$ cat src/rtl/seven_segment_scan_decoder_if.sv
// Bundles the multiplexed seven-segment bus (seg_n/an_n) with the decoded
// frame outputs of the scan decoder.
interface seven_segment_scan_decoder_if #(
    parameter int NUM_DIGITS = 4
);
    logic [6:0]              seg_n;
    logic [NUM_DIGITS-1:0]   an_n;
    logic [4*NUM_DIGITS-1:0] bcd_out;
    logic [NUM_DIGITS-1:0]   digit_err;
    logic                    frame_valid;

    modport master (
        output seg_n,
        output an_n,
        input  bcd_out,
        input  digit_err,
        input  frame_valid
    );

    modport slave (
        input  seg_n,
        input  an_n,
        output bcd_out,
        output digit_err,
        output frame_valid
    );
endinterface

$ cat src/rtl/seven_segment_scan_decoder.sv
// Reads a multiplexed active-low seven-segment bus, waits for each digit to be
// stable, decodes it back to BCD and publishes one complete scan per frame.
module seven_segment_scan_decoder #(
    parameter int NUM_DIGITS    = 4,
    parameter int STABLE_CYCLES = 4,
    parameter int SYNC_STAGES   = 2
) (
    input  logic                          clk,
    input  logic                          reset,
    seven_segment_scan_decoder_if.slave   bus
);
    localparam int W = 7 + NUM_DIGITS;
    // cnt_q counts repeats after the first sample of a run, so a run of
    // STABLE_CYCLES identical samples is complete when cnt_q hits STABLE_CYCLES-2
    // on a cycle whose sample still matches.
    localparam logic [7:0] CAP_CNT = 8'(STABLE_CYCLES - 2);

    typedef enum logic [1:0] {IDLE, TRACK, CAPTURED} state_t;

    logic [SYNC_STAGES*W-1:0] sync_q, sync_d;
    logic [W-1:0]             prev_q, prev_d;
    logic [7:0]               cnt_q, cnt_d;
    state_t                   state_q, state_d;
    logic [NUM_DIGITS-1:0]    mask_q, mask_d;
    logic                     pending_q, pending_d;
    logic [4*NUM_DIGITS-1:0]  shadow_code_q, shadow_code_d;
    logic [NUM_DIGITS-1:0]    shadow_err_q, shadow_err_d;
    logic [4*NUM_DIGITS-1:0]  bcd_q, bcd_d;
    logic [NUM_DIGITS-1:0]    err_q, err_d;
    logic                     fv_q, fv_d;

    logic [6:0]               s_seg;
    logic [NUM_DIGITS-1:0]    s_an;
    logic [NUM_DIGITS-1:0]    sel;
    logic                     valid;
    logic                     same;
    logic                     capture;
    logic [3:0]               code;
    logic                     code_err;
    logic [NUM_DIGITS-1:0]    mask_cap;

    assign sync_d = {sync_q[(SYNC_STAGES-1)*W-1:0], bus.seg_n, bus.an_n};
    assign {s_seg, s_an} = sync_q[SYNC_STAGES*W-1 -: W];
    assign prev_d = {s_seg, s_an};

    assign sel   = ~s_an;
    assign valid = (sel != '0) && ((sel & (sel - 1'b1)) == '0);
    assign same  = ({s_seg, s_an} == prev_q);

    always_comb begin
        code     = 4'hE;
        code_err = 1'b1;
        case (s_seg)
            7'b1000000: begin code = 4'd0; code_err = 1'b0; end
            7'b1111001: begin code = 4'd1; code_err = 1'b0; end
            7'b0100100: begin code = 4'd2; code_err = 1'b0; end
            7'b0110000: begin code = 4'd3; code_err = 1'b0; end
            7'b0011001: begin code = 4'd4; code_err = 1'b0; end
            7'b0010010: begin code = 4'd5; code_err = 1'b0; end
            7'b0000010: begin code = 4'd6; code_err = 1'b0; end
            7'b1111000: begin code = 4'd7; code_err = 1'b0; end
            7'b0000000: begin code = 4'd8; code_err = 1'b0; end
            7'b0011000: begin code = 4'd9; code_err = 1'b0; end
            7'b1111111: begin code = 4'hF; code_err = 1'b0; end
            default:    begin code = 4'hE; code_err = 1'b1; end
        endcase
    end

    always_comb begin
        cnt_d = 8'd0;
        if (valid && same) begin
            cnt_d = (cnt_q == 8'hFF) ? cnt_q : cnt_q + 8'd1;
        end
    end

    // FSM: state register
    always_ff @(posedge clk or posedge reset) begin
        if (reset) begin
            state_q <= IDLE;
        end else begin
            state_q <= state_d;
        end
    end

    // FSM: next state
    always_comb begin
        state_d = state_q;
        case (state_q)
            IDLE: begin
                if (valid) state_d = TRACK;
            end
            TRACK: begin
                if (!valid)       state_d = IDLE;
                else if (capture) state_d = CAPTURED;
            end
            CAPTURED: begin
                if (!valid)     state_d = IDLE;
                else if (!same) state_d = TRACK;
            end
            default: state_d = IDLE;
        endcase
    end

    // FSM: outputs
    always_comb begin
        capture = 1'b0;
        if (state_q == TRACK && valid && same && cnt_q == CAP_CNT) begin
            capture = 1'b1;
        end
    end

    genvar gi;
    generate
        for (gi = 0; gi < NUM_DIGITS; gi++) begin : g_slot
            assign shadow_code_d[4*gi +: 4] = (capture && sel[gi]) ? code : shadow_code_q[4*gi +: 4];
            assign shadow_err_d[gi]         = (capture && sel[gi]) ? code_err : shadow_err_q[gi];
        end
    endgenerate

    // The capture completing a frame clears the mask right away; the copy to
    // the outputs follows one edge later from the shadow registers.
    always_comb begin
        mask_cap  = mask_q | sel;
        mask_d    = mask_q;
        pending_d = 1'b0;
        if (capture) begin
            if (mask_cap == '1) begin
                mask_d    = '0;
                pending_d = 1'b1;
            end else begin
                mask_d = mask_cap;
            end
        end
    end

    always_comb begin
        bcd_d = bcd_q;
        err_d = err_q;
        fv_d  = pending_q;
        if (pending_q) begin
            bcd_d = shadow_code_q;
            err_d = shadow_err_q;
        end
    end

    always_ff @(posedge clk or posedge reset) begin
        if (reset) begin
            sync_q        <= '0;
            prev_q        <= '0;
            cnt_q         <= 8'd0;
            mask_q        <= '0;
            pending_q     <= 1'b0;
            shadow_code_q <= '0;
            shadow_err_q  <= '0;
            bcd_q         <= '0;
            err_q         <= '0;
            fv_q          <= 1'b0;
        end else begin
            sync_q        <= sync_d;
            prev_q        <= prev_d;
            cnt_q         <= cnt_d;
            mask_q        <= mask_d;
            pending_q     <= pending_d;
            shadow_code_q <= shadow_code_d;
            shadow_err_q  <= shadow_err_d;
            bcd_q         <= bcd_d;
            err_q         <= err_d;
            fv_q          <= fv_d;
        end
    end

    assign bus.bcd_out     = bcd_q;
    assign bus.digit_err   = err_q;
    assign bus.frame_valid = fv_q;
endmodule

$ cat src/flat_wrapper.sv
// flat-port wrapper written by rule: the top's interface ports become plain ports
module seven_segment_scan_decoder_flat 
#(
    parameter int NUM_DIGITS    = 4,
    parameter int STABLE_CYCLES = 4,
    parameter int SYNC_STAGES   = 2
)
  (clk, reset, bus_seg_n, bus_an_n, bus_bcd_out, bus_digit_err, bus_frame_valid);
  seven_segment_scan_decoder_if #(.NUM_DIGITS(NUM_DIGITS)) bus_i ();
  input  logic clk;
  input  logic reset;
  input wire logic [$bits(bus_i.seg_n)-1:0] bus_seg_n;
  input wire logic [$bits(bus_i.an_n)-1:0] bus_an_n;
  output wire logic [$bits(bus_i.bcd_out)-1:0] bus_bcd_out;
  output wire logic [$bits(bus_i.digit_err)-1:0] bus_digit_err;
  output wire logic [$bits(bus_i.frame_valid)-1:0] bus_frame_valid;
  assign bus_i.seg_n = bus_seg_n;
  assign bus_i.an_n = bus_an_n;
  assign bus_bcd_out = bus_i.bcd_out;
  assign bus_digit_err = bus_i.digit_err;
  assign bus_frame_valid = bus_i.frame_valid;
  seven_segment_scan_decoder #(.NUM_DIGITS(NUM_DIGITS), .STABLE_CYCLES(STABLE_CYCLES), .SYNC_STAGES(SYNC_STAGES)) u_core (.clk(clk), .reset(reset), .bus(bus_i));
endmodule
$ cat config.mk
export PLATFORM = sky130hd
export DESIGN_NAME = seven_segment_scan_decoder_flat
export DESIGN_NICKNAME = d
export VERILOG_FILES = /design/src/rtl/seven_segment_scan_decoder_if.sv /design/src/rtl/seven_segment_scan_decoder.sv /design/src/flat_wrapper.sv
export SDC_FILE = /design/constraint.sdc
export NUM_CORES = 1
export LEC_CHECK = 0
export CORE_MARGIN = 4
export CORE_UTILIZATION = 40
export CTS_BUF_LIST = sky130_fd_sc_hd__clkbuf_8
export DETAILED_ROUTE_END_ITERATION = 8
export HOLD_SLACK_MARGIN = 0.08
export MAX_ROUTING_LAYER = met4
export RECOVER_POWER = 50
export REMOVE_ABC_BUFFERS = 1
export SYNTH_ARGS = -nofsm -noshare
export SYNTH_HDL_FRONTEND = slang
export SYNTH_SLANG_ARGS = --single-unit
$ cat constraint.sdc
create_clock -name clk -period 4.6 [get_ports clk]
set_input_delay 0.92 -clock clk [delete_from_list [all_inputs] [get_ports clk]]
set_output_delay 0.92 -clock clk [all_outputs]
set_load 0.02 [all_outputs]
==> results.json <==
{
  "status": "finished clean",
  "viasPerCell": 4.92,
  "crit_type": "reg -> reg",
  "ios": 34,
  "finalHoldWorstSlack_ns": 0.342,
  "total_power_w": 0.00148,
  "cts_resized": 0,
  "synth_seq_cells": 89,
  "n_antenna_cell": 0,
  "setup_viol": 0,
  "grt_pass1_wl_um": 9810,
  "initial_core_util_pct": 40.8,
  "fmax_mhz": 441,
  "path_cells": "xnor2_1 > nand4_1 > nor4_4 > and3_1 > mux2_2",
  "rows": 34,
  "synth-edff-count": 0,
  "io_buffer_count": 33,
  "n_fill_cell": 785,
  "clk_pin_slew_ns": 0.09,
  "grt_max_degree": 40,
  "post-place-ws_ns": 2.31,
  "root_buffer": "clkbuf_8",
  "seq_area_sq_um": 2230,
  "peakVddDrop_mv": 0.269,
  "place.gp.congestion": 0.868,
  "grt_pass1_vias": 1972,
  "dpl.hpwl_um": 3980,
  "dieArea_sq_um": 10400,
  "finalHoldViolCount": 0,
  "min_period_ns": 2.27,
  "core_sq_um": 8680,
  "ctsHoldBuffers": 0,
  "avgSynthCellArea_sq_um": 13.4,
  "clk-insertion-delay-late_ns": 0.35,
  "worst-path-stages": 5,
  "fin_crit_sh_pct": 49.3,
  "tightest_slew_ns": 0.904,
  "dieHeight_um": 102,
  "cts_buffers": 9,
  "syn_area_sq_um": 3540,
  "ant_nets": 0,
  "grt_overflow": 0,
  "yosysSeqAreaShare_pct": 62.9,
  "layout.nets": 316,
  "drive_gt1_share_pct": 18.0,
  "critPathSlowestCell": "dfrtp_1",
  "multiInputGateArea_sq_um": 1190,
  "reg2regPathDepth": 5,
  "synth_area_leader_cell": "dfrtp_1",
  "async_flop_share_pct": 100,
  "cp-end-kind": "register",
  "cpPeakStageDelay_ns": 0.57,
  "cts_setup_buffers": 0,
  "maxSlewViolCount": 0,
  "hold_depth": 0,
  "worst_setup_path_start_kind": "register",
  "grt.total_usage_pct": 12.6,
  "fin_ws_ns": 2.33,
  "area_delta_synth_final_pct": 18.4,
  "leakagePower_nw": 1.97,
  "synth_ff_type": "dfrtp_1",
  "die_x_um": 102,
  "critPathArrivalTime_ns": 2.51,
  "drt-total-wl_um": 5700,
  "worst-path-buf-inv": 0,
  "synth_top_area_share_pct": 62.9,
  "drt_pass1_iterations": 4,
  "hold_class": "reg -> reg",
  "rsz0062_at_grt": "false",
  "cts_tree": "yes",
  "ys_types": 41,
  "p_per_area_nw_per_um2": 352,
  "syn_inst": 265,
  "path_max_fanout": 11,
  "cts_sinks": 89,
  "htree_num_levels": 3,
  "yosys_warnings": 0,
  "skew_ns": 0.00932,
  "vias": 2037,
  "cp_top_family": "simple AND/OR/NAND/NOR gates",
  "relSlewSlack_pct": 39.4,
  "drtIter0Drc": 69,
  "antenna_found_initial": 0,
  "drc": 0,
  "synth_area_leaders": "dfrtp_1 (63%), mux2_2 (10%), xnor2_1 (3.0%)",
  "routedWlPerCell_um": 13.8,
  "required_ns": 4.84,
  "max_cap_viol_count": 0,
  "clk_path_buf_depth": 2,
  "finalSetupTns_ns": 0
}
routing by layer:
| metal | GRT usage (%) | wire length, um | vias up |
|---|---|---|---|
| met5 | - | 0 | - |
| met4 | 4.54 | 81 | 0 |
| met3 | 3.69 | 248 | 8 |
| met2 | 17.4 | 2560 | 42 |
| met1 | 17.7 | 2820 | 992 |
| li1 | - | - | 995 |
cell usage in the layout (no fill, tap or decap), types with 4 or more instances in the layout:
cell type,count
and3_1,7
clkbuf_8,9
clkdlybuf4s50_1,21
dfrtp_1,89
dlygate4sd3_1,12
inv_1,17
mux2_2,33
mux2i_1,8
nand2_1,7
nand3_1,7
nand4_1,8
nor2_1,15
nor4_1,4
o21ai_0,4
xnor2_1,12
xor2_1,7
cell type report:
cell class | count | area share [%]
Sequential cell | 89 | 53.1
Timing Repair Buffer | 35 | 8.23
Inverter | 16 | 1.46
Multi-Input combinational cell | 150 | 28.4
Clock inverter | 7 | 2.66
Clock buffer | 9 | 2.95
Tap cell | 108 | 3.22
cell usage after synthesis, drive strengths merged (3+ instances only):
master / n
a21boi: 3
a21oi: 3
and3: 7
and3b: 3
buf: 6
clkbuf: 4
dfrtp: 89
inv: 16
mux2: 33
mux2i: 8
nand2: 7
nand3: 7
nand4: 10
nor2: 15
nor3: 3
nor4: 5
o21ai: 4
xnor2: 12
xor2: 7
worst register-to-register path, stage by stage, from the launching register on:
cell and delay, ns:
dfrtp_1 0.57, xnor2_1 0.16, nand4_1 0.18, nor4_4 0.44, and3_1 0.43, mux2_2 0.38
logic make-up after synthesis:
logic type      Yosys count  share of synthesized area (%)
flops                    89                           62.9
buf+inv                  26                           3.57
compound gates           22                           4.27
mux                      41                           12.7
fa+ha+maj                 2                          0.706
xor+xnor                 19                           4.70
simple gates             66                           11.2
state kept, by name, indices dropped and copies added, names as in the netlist:
name	flops
u_core.bus.bcd_out	16
u_core.bus.digit_err	4
u_core.bus.frame_valid	1
u_core.cnt_q	8
u_core.fv_d	1
u_core.mask_q	4
u_core.prev_q	11
u_core.shadow_code_q	16
u_core.shadow_err_q	4
u_core.state_q	2
u_core.sync_q	22
worst paths after layout:
check | from | endpoint | slack [ns]
setup / recovery | u_core.sync_q[17] | u_core.shadow_code_q[3] | 2.33
min in group asynchronous | reset | u_core.sync_q[7] | 1.16
max in group asynchronous | reset | u_core.mask_q[2] | 2.49
hold / removal | u_core.sync_q[6] | u_core.sync_q[17] | 0.34
hold reg to reg | u_core.sync_q[6] | u_core.sync_q[17] | 0.34
setup reg to reg | u_core.sync_q[17] | u_core.shadow_code_q[3] | 2.33
per-stage QoR:
stage	util, %	instances	instance area [sq um]
floorplan	-	255	3480
global placement	45.6	398	3960
detailed placement	45.6	398	3960
CTS	48.3	414	4190
global route	48.3	414	4190
finish	48.3	414	4190
where the power goes:
| group | internal (W) | total, W | switching, W |
|---|---|---|---|
| Sequential | 0.000797 | 0.000814 | 0.0000171 |
| Clock | 0.000357 | 0.000612 | 0.000255 |
| Combinational | 0.0000222 | 0.0000504 | 0.0000282 |
No activity file was read; power rests on OpenSTA's default activity.
